**config.mk**
```make
export PLATFORM = sky130hd
export DESIGN_NAME = hand_pose_scheduler_flat
export DESIGN_NICKNAME = d
export VERILOG_FILES = /design/src/rtl/hand_pose_scheduler_pkg.sv /design/src/rtl/hand_pose_scheduler_if.sv /design/src/rtl/hand_pose_clamp.sv /design/src/rtl/hand_pose_scheduler.sv /design/src/flat_wrapper.sv
export SDC_FILE = /design/constraint.sdc
export NUM_CORES = 1
export LEC_CHECK = 0
export ABC_AREA = 1
export BUFFER_PORTS_ARGS = -buffer_cell sky130_fd_sc_hd__buf_2
export CAP_MARGIN = 30
export CORE_MARGIN = 1
export CORE_UTILIZATION = 30
export CTS_BUF_LIST = sky130_fd_sc_hd__clkbuf_8
export CTS_CLUSTER_DIAMETER = 200
export CTS_CLUSTER_SIZE = 20
export DETAILED_ROUTE_END_ITERATION = 10
export GPL_TIMING_DRIVEN = 0
export MAX_ROUTING_LAYER = met4
export SLEW_MARGIN = 10
export SYNTH_ARGS = -nofsm -noshare
export SYNTH_HDL_FRONTEND = slang
export SYNTH_SLANG_ARGS = --single-unit
export TNS_END_PERCENT = 1
```
**constraint.sdc**
```tcl
create_clock -name clk_in -period 2 [get_ports clk_in]
set_input_delay 0.2 -clock clk_in [delete_from_list [all_inputs] [get_ports clk_in]]
set_output_delay 0.2 -clock clk_in [all_outputs]
set_load 0.005 [all_outputs]
```
**src/rtl/hand_pose_scheduler_pkg.sv**
```systemverilog
// Shared types and limits for the hand-pose source scheduler.
package hand_pkg;

  localparam int MAX_X         = 3400;
  localparam int MAX_Y         = 3400;
  localparam int MAX_Z         = 500;
  localparam int HAND_RESET_XY = 1800;
  localparam int XY_W          = 12;
  localparam int Z_W           = 14;

  typedef struct packed {
    logic [XY_W-1:0] x_bottom;
    logic [XY_W-1:0] y_bottom;
    logic [Z_W-1:0]  z_bottom;
    logic [XY_W-1:0] x_top;
    logic [XY_W-1:0] y_top;
    logic [Z_W-1:0]  z_top;
  } hand_pose_t;

  typedef enum logic [1:0] {WAIT_FRAME, LATCH, PRESENT} state_t;

  localparam hand_pose_t HAND_RESET_POSE = '{
    x_bottom: XY_W'(HAND_RESET_XY), y_bottom: XY_W'(HAND_RESET_XY), z_bottom: '0,
    x_top:    XY_W'(HAND_RESET_XY), y_top:    XY_W'(HAND_RESET_XY), z_top:    '0};

  // Saturate to lim-1 instead of wrapping.
  function automatic logic [XY_W-1:0] sat_xy(input logic [XY_W-1:0] v, input int lim);
    return (int'(v) > lim - 1) ? XY_W'(lim - 1) : v;
  endfunction

  function automatic logic [Z_W-1:0] sat_z(input logic [Z_W-1:0] v, input int lim);
    return (int'(v) > lim - 1) ? Z_W'(lim - 1) : v;
  endfunction

endpackage

```
**src/rtl/hand_pose_scheduler_if.sv**
```systemverilog
// Camera sample stream and pose snapshot stream between the scheduler and its neighbours.
interface hand_pose_if;
  logic        cam_valid_in;
  logic        cam_ready_out;
  logic [11:0] cam_x_bottom_in, cam_y_bottom_in, cam_x_top_in, cam_y_top_in;
  logic [13:0] cam_z_bottom_in, cam_z_top_in;

  logic        pose_valid_out;
  logic        pose_ready_in;
  logic [11:0] pose_x_bottom_out, pose_y_bottom_out, pose_x_top_out, pose_y_top_out;
  logic [13:0] pose_z_bottom_out, pose_z_top_out;
  logic        source_out;

  // Scheduler side.
  modport slave (
    input  cam_valid_in, cam_x_bottom_in, cam_y_bottom_in, cam_z_bottom_in,
           cam_x_top_in, cam_y_top_in, cam_z_top_in, pose_ready_in,
    output cam_ready_out, pose_valid_out, pose_x_bottom_out, pose_y_bottom_out,
           pose_z_bottom_out, pose_x_top_out, pose_y_top_out, pose_z_top_out, source_out
  );

  // Camera pipeline + renderer side.
  modport master (
    output cam_valid_in, cam_x_bottom_in, cam_y_bottom_in, cam_z_bottom_in,
           cam_x_top_in, cam_y_top_in, cam_z_top_in, pose_ready_in,
    input  cam_ready_out, pose_valid_out, pose_x_bottom_out, pose_y_bottom_out,
           pose_z_bottom_out, pose_x_top_out, pose_y_top_out, pose_z_top_out, source_out
  );
endinterface

```
**src/rtl/hand_pose_clamp.sv**
```systemverilog
// Combinational saturation of a pose into the legal coordinate box.
module hand_pose_clamp
  import hand_pkg::*;
(
  input  hand_pose_t i_pose,
  output hand_pose_t o_pose
);
  assign o_pose.x_bottom = sat_xy(i_pose.x_bottom, MAX_X);
  assign o_pose.y_bottom = sat_xy(i_pose.y_bottom, MAX_Y);
  assign o_pose.z_bottom = sat_z (i_pose.z_bottom, MAX_Z);
  assign o_pose.x_top    = sat_xy(i_pose.x_top,    MAX_X);
  assign o_pose.y_top    = sat_xy(i_pose.y_top,    MAX_Y);
  assign o_pose.z_top    = sat_z (i_pose.z_top,    MAX_Z);
endmodule

```
**src/rtl/hand_pose_scheduler.sv**
```systemverilog
// Per-frame choice between camera and button hand pose, snapshot held for the whole frame.
module hand_pose_scheduler
  import hand_pkg::*;
#(
  parameter int CAM_TIMEOUT = 4_000_000,
  parameter int MISS_W      = 8
) (
  input  logic              clk_in,
  input  logic              rst_in,
  hand_pose_if.slave        io,
  input  logic [11:0]       btn_x_bottom_in, btn_y_bottom_in, btn_x_top_in, btn_y_top_in,
  input  logic [13:0]       btn_z_bottom_in, btn_z_top_in,
  input  logic              force_btn_in,
  input  logic              frame_start_in,
  output logic              cam_stale_out,
  output logic [MISS_W-1:0] missed_frames_out
);
  localparam int               CNT_W   = $clog2(CAM_TIMEOUT + 1);
  localparam logic [CNT_W-1:0] CNT_MAX = CNT_W'(CAM_TIMEOUT);

  state_t            r_state, w_next;
  hand_pose_t        r_shadow, r_pose, w_cam_raw, w_cam_sat, w_btn;
  logic [CNT_W-1:0]  r_cnt;
  logic              r_seen, r_src;
  logic [MISS_W-1:0] r_missed;
  logic              w_cam_ready, w_accept, w_stale, w_use_cam;

  assign w_cam_raw = '{x_bottom: io.cam_x_bottom_in, y_bottom: io.cam_y_bottom_in,
                       z_bottom: io.cam_z_bottom_in, x_top: io.cam_x_top_in,
                       y_top: io.cam_y_top_in, z_top: io.cam_z_top_in};
  // Buttons are already range-limited by hand_controller.
  assign w_btn     = '{x_bottom: btn_x_bottom_in, y_bottom: btn_y_bottom_in,
                       z_bottom: btn_z_bottom_in, x_top: btn_x_top_in,
                       y_top: btn_y_top_in, z_top: btn_z_top_in};

  hand_pose_clamp u_clamp (.i_pose(w_cam_raw), .o_pose(w_cam_sat));

  // Stall the camera only while the snapshot is being taken.
  assign w_cam_ready = (r_state != LATCH);
  assign w_accept    = io.cam_valid_in & w_cam_ready;
  assign w_stale     = !r_seen || (r_cnt == CNT_MAX);
  assign w_use_cam   = !force_btn_in && !w_stale;

  // Camera shadow registers and staleness timer.
  always_ff @(posedge clk_in or negedge rst_in) begin
    if (!rst_in) begin
      r_shadow <= HAND_RESET_POSE;
      r_cnt    <= '0;
      r_seen   <= 1'b0;
    end else if (w_accept) begin
      r_shadow <= w_cam_sat;
      r_cnt    <= '0;
      r_seen   <= 1'b1;
    end else if (r_cnt != CNT_MAX) begin
      r_cnt    <= r_cnt + 1'b1;
    end
  end

  // State register.
  always_ff @(posedge clk_in or negedge rst_in) begin
    if (!rst_in) r_state <= WAIT_FRAME;
    else         r_state <= w_next;
  end

  // Next-state logic: one latch cycle, then hold the snapshot until the renderer takes it.
  always_comb begin
    w_next = r_state;
    case (r_state)
      WAIT_FRAME: if (frame_start_in)   w_next = LATCH;
      LATCH:                            w_next = PRESENT;
      PRESENT:    if (io.pose_ready_in) w_next = WAIT_FRAME;
      default:                          w_next = WAIT_FRAME;
    endcase
  end

  // Snapshot: the only place pose and source change.
  always_ff @(posedge clk_in or negedge rst_in) begin
    if (!rst_in) begin
      r_pose <= HAND_RESET_POSE;
      r_src  <= 1'b0;
    end else if (r_state == LATCH) begin
      r_pose <= w_use_cam ? r_shadow : w_btn;
      r_src  <= w_use_cam;
    end
  end

  // Frame pulses arriving while busy are dropped and counted.
  always_ff @(posedge clk_in or negedge rst_in) begin
    if (!rst_in)
      r_missed <= '0;
    else if (frame_start_in && (r_state != WAIT_FRAME) && (r_missed != '1))
      r_missed <= r_missed + 1'b1;
  end

  assign io.cam_ready_out     = w_cam_ready;
  assign io.pose_valid_out    = (r_state == PRESENT);
  assign io.pose_x_bottom_out = r_pose.x_bottom;
  assign io.pose_y_bottom_out = r_pose.y_bottom;
  assign io.pose_z_bottom_out = r_pose.z_bottom;
  assign io.pose_x_top_out    = r_pose.x_top;
  assign io.pose_y_top_out    = r_pose.y_top;
  assign io.pose_z_top_out    = r_pose.z_top;
  assign io.source_out        = r_src;
  assign cam_stale_out        = w_stale;
  assign missed_frames_out    = r_missed;
endmodule

```
**src/flat_wrapper.sv**
```systemverilog
// flat-port wrapper written by rule: the top's interface ports become plain ports
module hand_pose_scheduler_flat import hand_pkg::*;
#(
  parameter int CAM_TIMEOUT = 4_000_000,
  parameter int MISS_W      = 8
)
  (clk_in, rst_in, btn_x_bottom_in, btn_y_bottom_in, btn_x_top_in, btn_y_top_in, btn_z_bottom_in, btn_z_top_in, force_btn_in, frame_start_in, cam_stale_out, missed_frames_out, io_cam_valid_in, io_cam_x_bottom_in, io_cam_y_bottom_in, io_cam_z_bottom_in, io_cam_x_top_in, io_cam_y_top_in, io_cam_z_top_in, io_pose_ready_in, io_cam_ready_out, io_pose_valid_out, io_pose_x_bottom_out, io_pose_y_bottom_out, io_pose_z_bottom_out, io_pose_x_top_out, io_pose_y_top_out, io_pose_z_top_out, io_source_out);
  hand_pose_if io_i ();
  input  logic clk_in;
  input  logic rst_in;
  input  logic [11:0] btn_x_bottom_in;
  input  logic [11:0] btn_y_bottom_in;
  input  logic [11:0] btn_x_top_in;
  input  logic [11:0] btn_y_top_in;
  input  logic [13:0] btn_z_bottom_in;
  input  logic [13:0] btn_z_top_in;
  input  logic force_btn_in;
  input  logic frame_start_in;
  output logic cam_stale_out;
  output logic [MISS_W-1:0] missed_frames_out;
  input wire logic [$bits(io_i.cam_valid_in)-1:0] io_cam_valid_in;
  input wire logic [$bits(io_i.cam_x_bottom_in)-1:0] io_cam_x_bottom_in;
  input wire logic [$bits(io_i.cam_y_bottom_in)-1:0] io_cam_y_bottom_in;
  input wire logic [$bits(io_i.cam_z_bottom_in)-1:0] io_cam_z_bottom_in;
  input wire logic [$bits(io_i.cam_x_top_in)-1:0] io_cam_x_top_in;
  input wire logic [$bits(io_i.cam_y_top_in)-1:0] io_cam_y_top_in;
  input wire logic [$bits(io_i.cam_z_top_in)-1:0] io_cam_z_top_in;
  input wire logic [$bits(io_i.pose_ready_in)-1:0] io_pose_ready_in;
  output wire logic [$bits(io_i.cam_ready_out)-1:0] io_cam_ready_out;
  output wire logic [$bits(io_i.pose_valid_out)-1:0] io_pose_valid_out;
  output wire logic [$bits(io_i.pose_x_bottom_out)-1:0] io_pose_x_bottom_out;
  output wire logic [$bits(io_i.pose_y_bottom_out)-1:0] io_pose_y_bottom_out;
  output wire logic [$bits(io_i.pose_z_bottom_out)-1:0] io_pose_z_bottom_out;
  output wire logic [$bits(io_i.pose_x_top_out)-1:0] io_pose_x_top_out;
  output wire logic [$bits(io_i.pose_y_top_out)-1:0] io_pose_y_top_out;
  output wire logic [$bits(io_i.pose_z_top_out)-1:0] io_pose_z_top_out;
  output wire logic [$bits(io_i.source_out)-1:0] io_source_out;
  assign io_i.cam_valid_in = io_cam_valid_in;
  assign io_i.cam_x_bottom_in = io_cam_x_bottom_in;
  assign io_i.cam_y_bottom_in = io_cam_y_bottom_in;
  assign io_i.cam_z_bottom_in = io_cam_z_bottom_in;
  assign io_i.cam_x_top_in = io_cam_x_top_in;
  assign io_i.cam_y_top_in = io_cam_y_top_in;
  assign io_i.cam_z_top_in = io_cam_z_top_in;
  assign io_i.pose_ready_in = io_pose_ready_in;
  assign io_cam_ready_out = io_i.cam_ready_out;
  assign io_pose_valid_out = io_i.pose_valid_out;
  assign io_pose_x_bottom_out = io_i.pose_x_bottom_out;
  assign io_pose_y_bottom_out = io_i.pose_y_bottom_out;
  assign io_pose_z_bottom_out = io_i.pose_z_bottom_out;
  assign io_pose_x_top_out = io_i.pose_x_top_out;
  assign io_pose_y_top_out = io_i.pose_y_top_out;
  assign io_pose_z_top_out = io_i.pose_z_top_out;
  assign io_source_out = io_i.source_out;
  hand_pose_scheduler #(.CAM_TIMEOUT(CAM_TIMEOUT), .MISS_W(MISS_W)) u_core (.clk_in(clk_in), .rst_in(rst_in), .io(io_i), .btn_x_bottom_in(btn_x_bottom_in), .btn_y_bottom_in(btn_y_bottom_in), .btn_x_top_in(btn_x_top_in), .btn_y_top_in(btn_y_top_in), .btn_z_bottom_in(btn_z_bottom_in), .btn_z_top_in(btn_z_top_in), .force_btn_in(force_btn_in), .frame_start_in(frame_start_in), .cam_stale_out(cam_stale_out), .missed_frames_out(missed_frames_out));
endmodule
```
==> flow_summary.toml <==
[outcome]
outcome = "finished with violations"
violations = "DRC"

[sta]
hold_viol = 0
setup_slack_ns = 0.05425
finalMaxSlewViolations = 0
slew_headroom = 0.4619
finalSetupViolCount = 0
worstMarginPinSlew_ns = 0.8018
period_share = 0.9729
fin_crit_ns = 1.946
setup_tns_ns = 0
rsz0062_at_grt = "true"
max_freq_mhz = 513.9
fin_skew_ns = 0.02180

[synthesis]
synth_ff_type = "dfrtp_1"
netlist_instances = 1233
seq_area_frac_synth = 0.4958
synth_warnings = 0
async_reset_ff_frac = 1.000
synth_edf_count = 0
synthesis.area_mm2 = 0.009468
syn_nets = 1394
syn_area_per_cell_um2 = 7.679
ys_ff_latch = 186
ys_types = 34

[layout]
final_common_cell = "nand2_1"
layout_common_cells = "320 x nand2_1, 258 x buf_2, 207 x inv_1, 154 x dfrtp_1, 114 x dlygate4sd3_1"
multi_input_area_mm2 = 0.003601
final_cells = 2031
fill_cells = 3162
finalNetCount = 1782
final_layout_size_suffix_gt1_frac = 0.2479
regArea_mm2 = 0.004695
area_growth_pct = 36.08

[routing]
drtIter0Drc = 575
num_vias = 9366
ant_nets = 0
drc = 19
wl_per_cell_um = 15.19
dr.pass1.iters = 8
drt_wl_total_um = 30850
via_per_inst = 4.612

[grt]
antenna_found_initial = 1
met3_usage = 0.03221
busiest_layer = "met2"
grt_use_met2 = 0.3259
grt_pass1_wl_um = 49870
grt_max_degree = 104
use_met1 = 0.2583
grt_pass1_vias = 9540
grt_usage = 0.2021
grt-ovfl-total = 0

[die]
die_x_um = 179.7
die_y_um = 179.7
num_rows = 64
ios = 246
start_util = 0.3071
dieArea_mm2 = 0.03227
coreArea_mm2 = 0.03083

[worst_setup_path]
crit_chain = "inv_1 > ha_2 > nand3_2 > nor2_2 > nand3_2 > buf_12 > nand2_4 > buf_6"
cp_data_arrival_time_ns = 1.75
worst_setup_path_end_kind = "output pin"
cp_max_fo = 8
crit_slowest_cell = "dfrtp_1"
required_ns = 1.80
critPathMaxStageDelay_ns = 0.40
crit_type = "flop to output pin"
path_common_cell = "nand3_2"
startpoint_type = "flop"

[place]
place.gp.congestion = 0.8613
hpwlAfterDp_um = 22270
dp.cells = 1875
preCtsSetupSlack_ns = -0.2291
port_buffers = 245

[power_and_ir_drop]
power_mw = 12.95
power.density_mw_per_mm2 = 1005
p_leak_nw = 6.903
ir_drop_mv = 0.4113

[clock_network]
cts_tree = "built"
clk_pin_slew_ns = 0.11
clk_path_buf_depth = 2
clock_sinks = 186
cts-buffers-inserted = 17
cts_max_level = 4
clk_latency_ns = 0.49
cts-root-buf = "clkbuf_8"

[hold_path]
hp-class = "input pin to flop"

[run]
max_cap_violations = 0
[cells in the mapped netlist, types with 2 or more instances]
master / number / area, um^2
nand2_1: 321 / 1205
nor3_1: 5 / 25.02
dfrtp_1: 154 / 3854
nand4_1: 80 / 500.5
nor2_2: 4 / 25.02
a21oi_1: 33 / 165.2
dfstp_2: 32 / 840.8
nor4_1: 2 / 12.51
nand3_2: 3 / 30.03
nand3_1: 113 / 565.5
or2_2: 7 / 43.79
buf_1: 13 / 48.80
ha_1: 3 / 37.54
clkbuf_1: 22 / 82.58
o21ai_0: 35 / 175.2
buf_6: 12 / 135.1
nand2_2: 20 / 125.1
buf_12: 2 / 40.04
inv_2: 3 / 11.26
buf_2: 17 / 85.08
inv_1: 207 / 777.0
buf_4: 2 / 15.01
xor2_1: 7 / 61.31
xnor2_1: 3 / 26.28
o22ai_1: 10 / 62.56
nor2_1: 109 / 409.1
o21ai_1: 7 / 35.03
[where the power goes]
group	internal [mW]	switching, mW
Clock	0.949	1.58
Sequential	5.13	0.667
Combinational	1.95	2.67
[layout make-up]
type / count / area share
flip-flops and latches: 186 / 0.3644
multi-input cells: 769 / 0.2795
repair buffers: 370 / 0.1939
inverters: 210 / 0.06138
well taps: 396 / 0.03846
plain buffers: 67 / 0.03273
clock buffers: 18 / 0.01923
clock inverters: 14 / 0.01020
diodes: 1 / 0.0001942
[logic make-up after synthesis]
group	synth area share
buf+inv	0.1262
compound gates	0.04982
fa+ha+maj	0.003965
flops	0.4958
xor+xnor	0.009251
simple gates	0.3149
[flip-flops by register name, summed over array words and instances, names as in the netlist]
| name | cells |
|---|---|
| u_core.io.pose_x_bottom_out | 12 |
| u_core.io.pose_x_top_out | 12 |
| u_core.io.pose_y_bottom_out | 12 |
| u_core.io.pose_y_top_out | 12 |
| u_core.io.pose_z_bottom_out | 14 |
| u_core.io.pose_z_top_out | 14 |
| u_core.io.source_out | 1 |
| u_core.missed_frames_out | 8 |
| u_core.r_cnt | 22 |
| u_core.r_seen | 1 |
| u_core.r_shadow | 76 |
| u_core.r_state | 2 |
[routing by layer]
metal	share of wire	up-vias
li1	-	4637
met1	0.46	4428
met2	0.47	261
met3	0.042	40
met4	0.022	0
met5	0	-
[what timing repair did]
action	in CTS	in global routing
hold buffers	114	0
endpoints found under the hold margin	178	0
resized for setup	9	14
buffers inserted	2	8
pin swaps	1	4
endpoints found under the setup margin	45	25
[stage by stage]
stage / hold slack, ns / area, um^2 / util
6_report: 0.02631 / 12880 / 0.4179
5_1_grt: 0.01638 / 12880 / 0.4179
4_1_cts: 0.001260 / 12780 / 0.4144
3_5_place_dp: 0.2730 / 11230 / 0.3642
3_3_place_gp: 0.4221 / 11190 / 0.3629
2_1_floorplan: -0.09559 / 9468 / -
[worst paths after layout]
kind | start | endpoint | slack [ns] | cells past startpoint
max | u_core.r_cnt[0]$_DFFE_PN0P_ | cam_stale_out | 0.05 | 8
min | btn_x_bottom_in[2] | u_core.io.pose_x_bottom_out[2]$_DFFE_PN0P_ | 0.03 | 5
max reg2reg | u_core.r_cnt[0]$_DFFE_PN0P_ | u_core.io.pose_y_top_out[5]$_DFFE_PN0P_ | 0.16 | 11
min reg2reg | u_core.io.pose_y_bottom_out[8]$_DFFE_PN1P_ | u_core.io.pose_y_bottom_out[8]$_DFFE_PN1P_ | 0.47 | 2
max in group asynchronous | rst_in | u_core.r_cnt[12]$_DFFE_PN0P_ | 0.74 | 3
min in group asynchronous | rst_in | u_core.r_shadow[69]$_DFFE_PN0P_ | 0.28 | 2
[critical path: cells and delay by family, from the launching register on]
kind / cells / cell delay [ns]
and+or+nand+nor: 4 / 0.37
buffers and inverters: 3 / 0.32
adders and majority gates: 1 / 0.17
DFF: 1 / 0.40
Power figures use the tool's default switching activity.
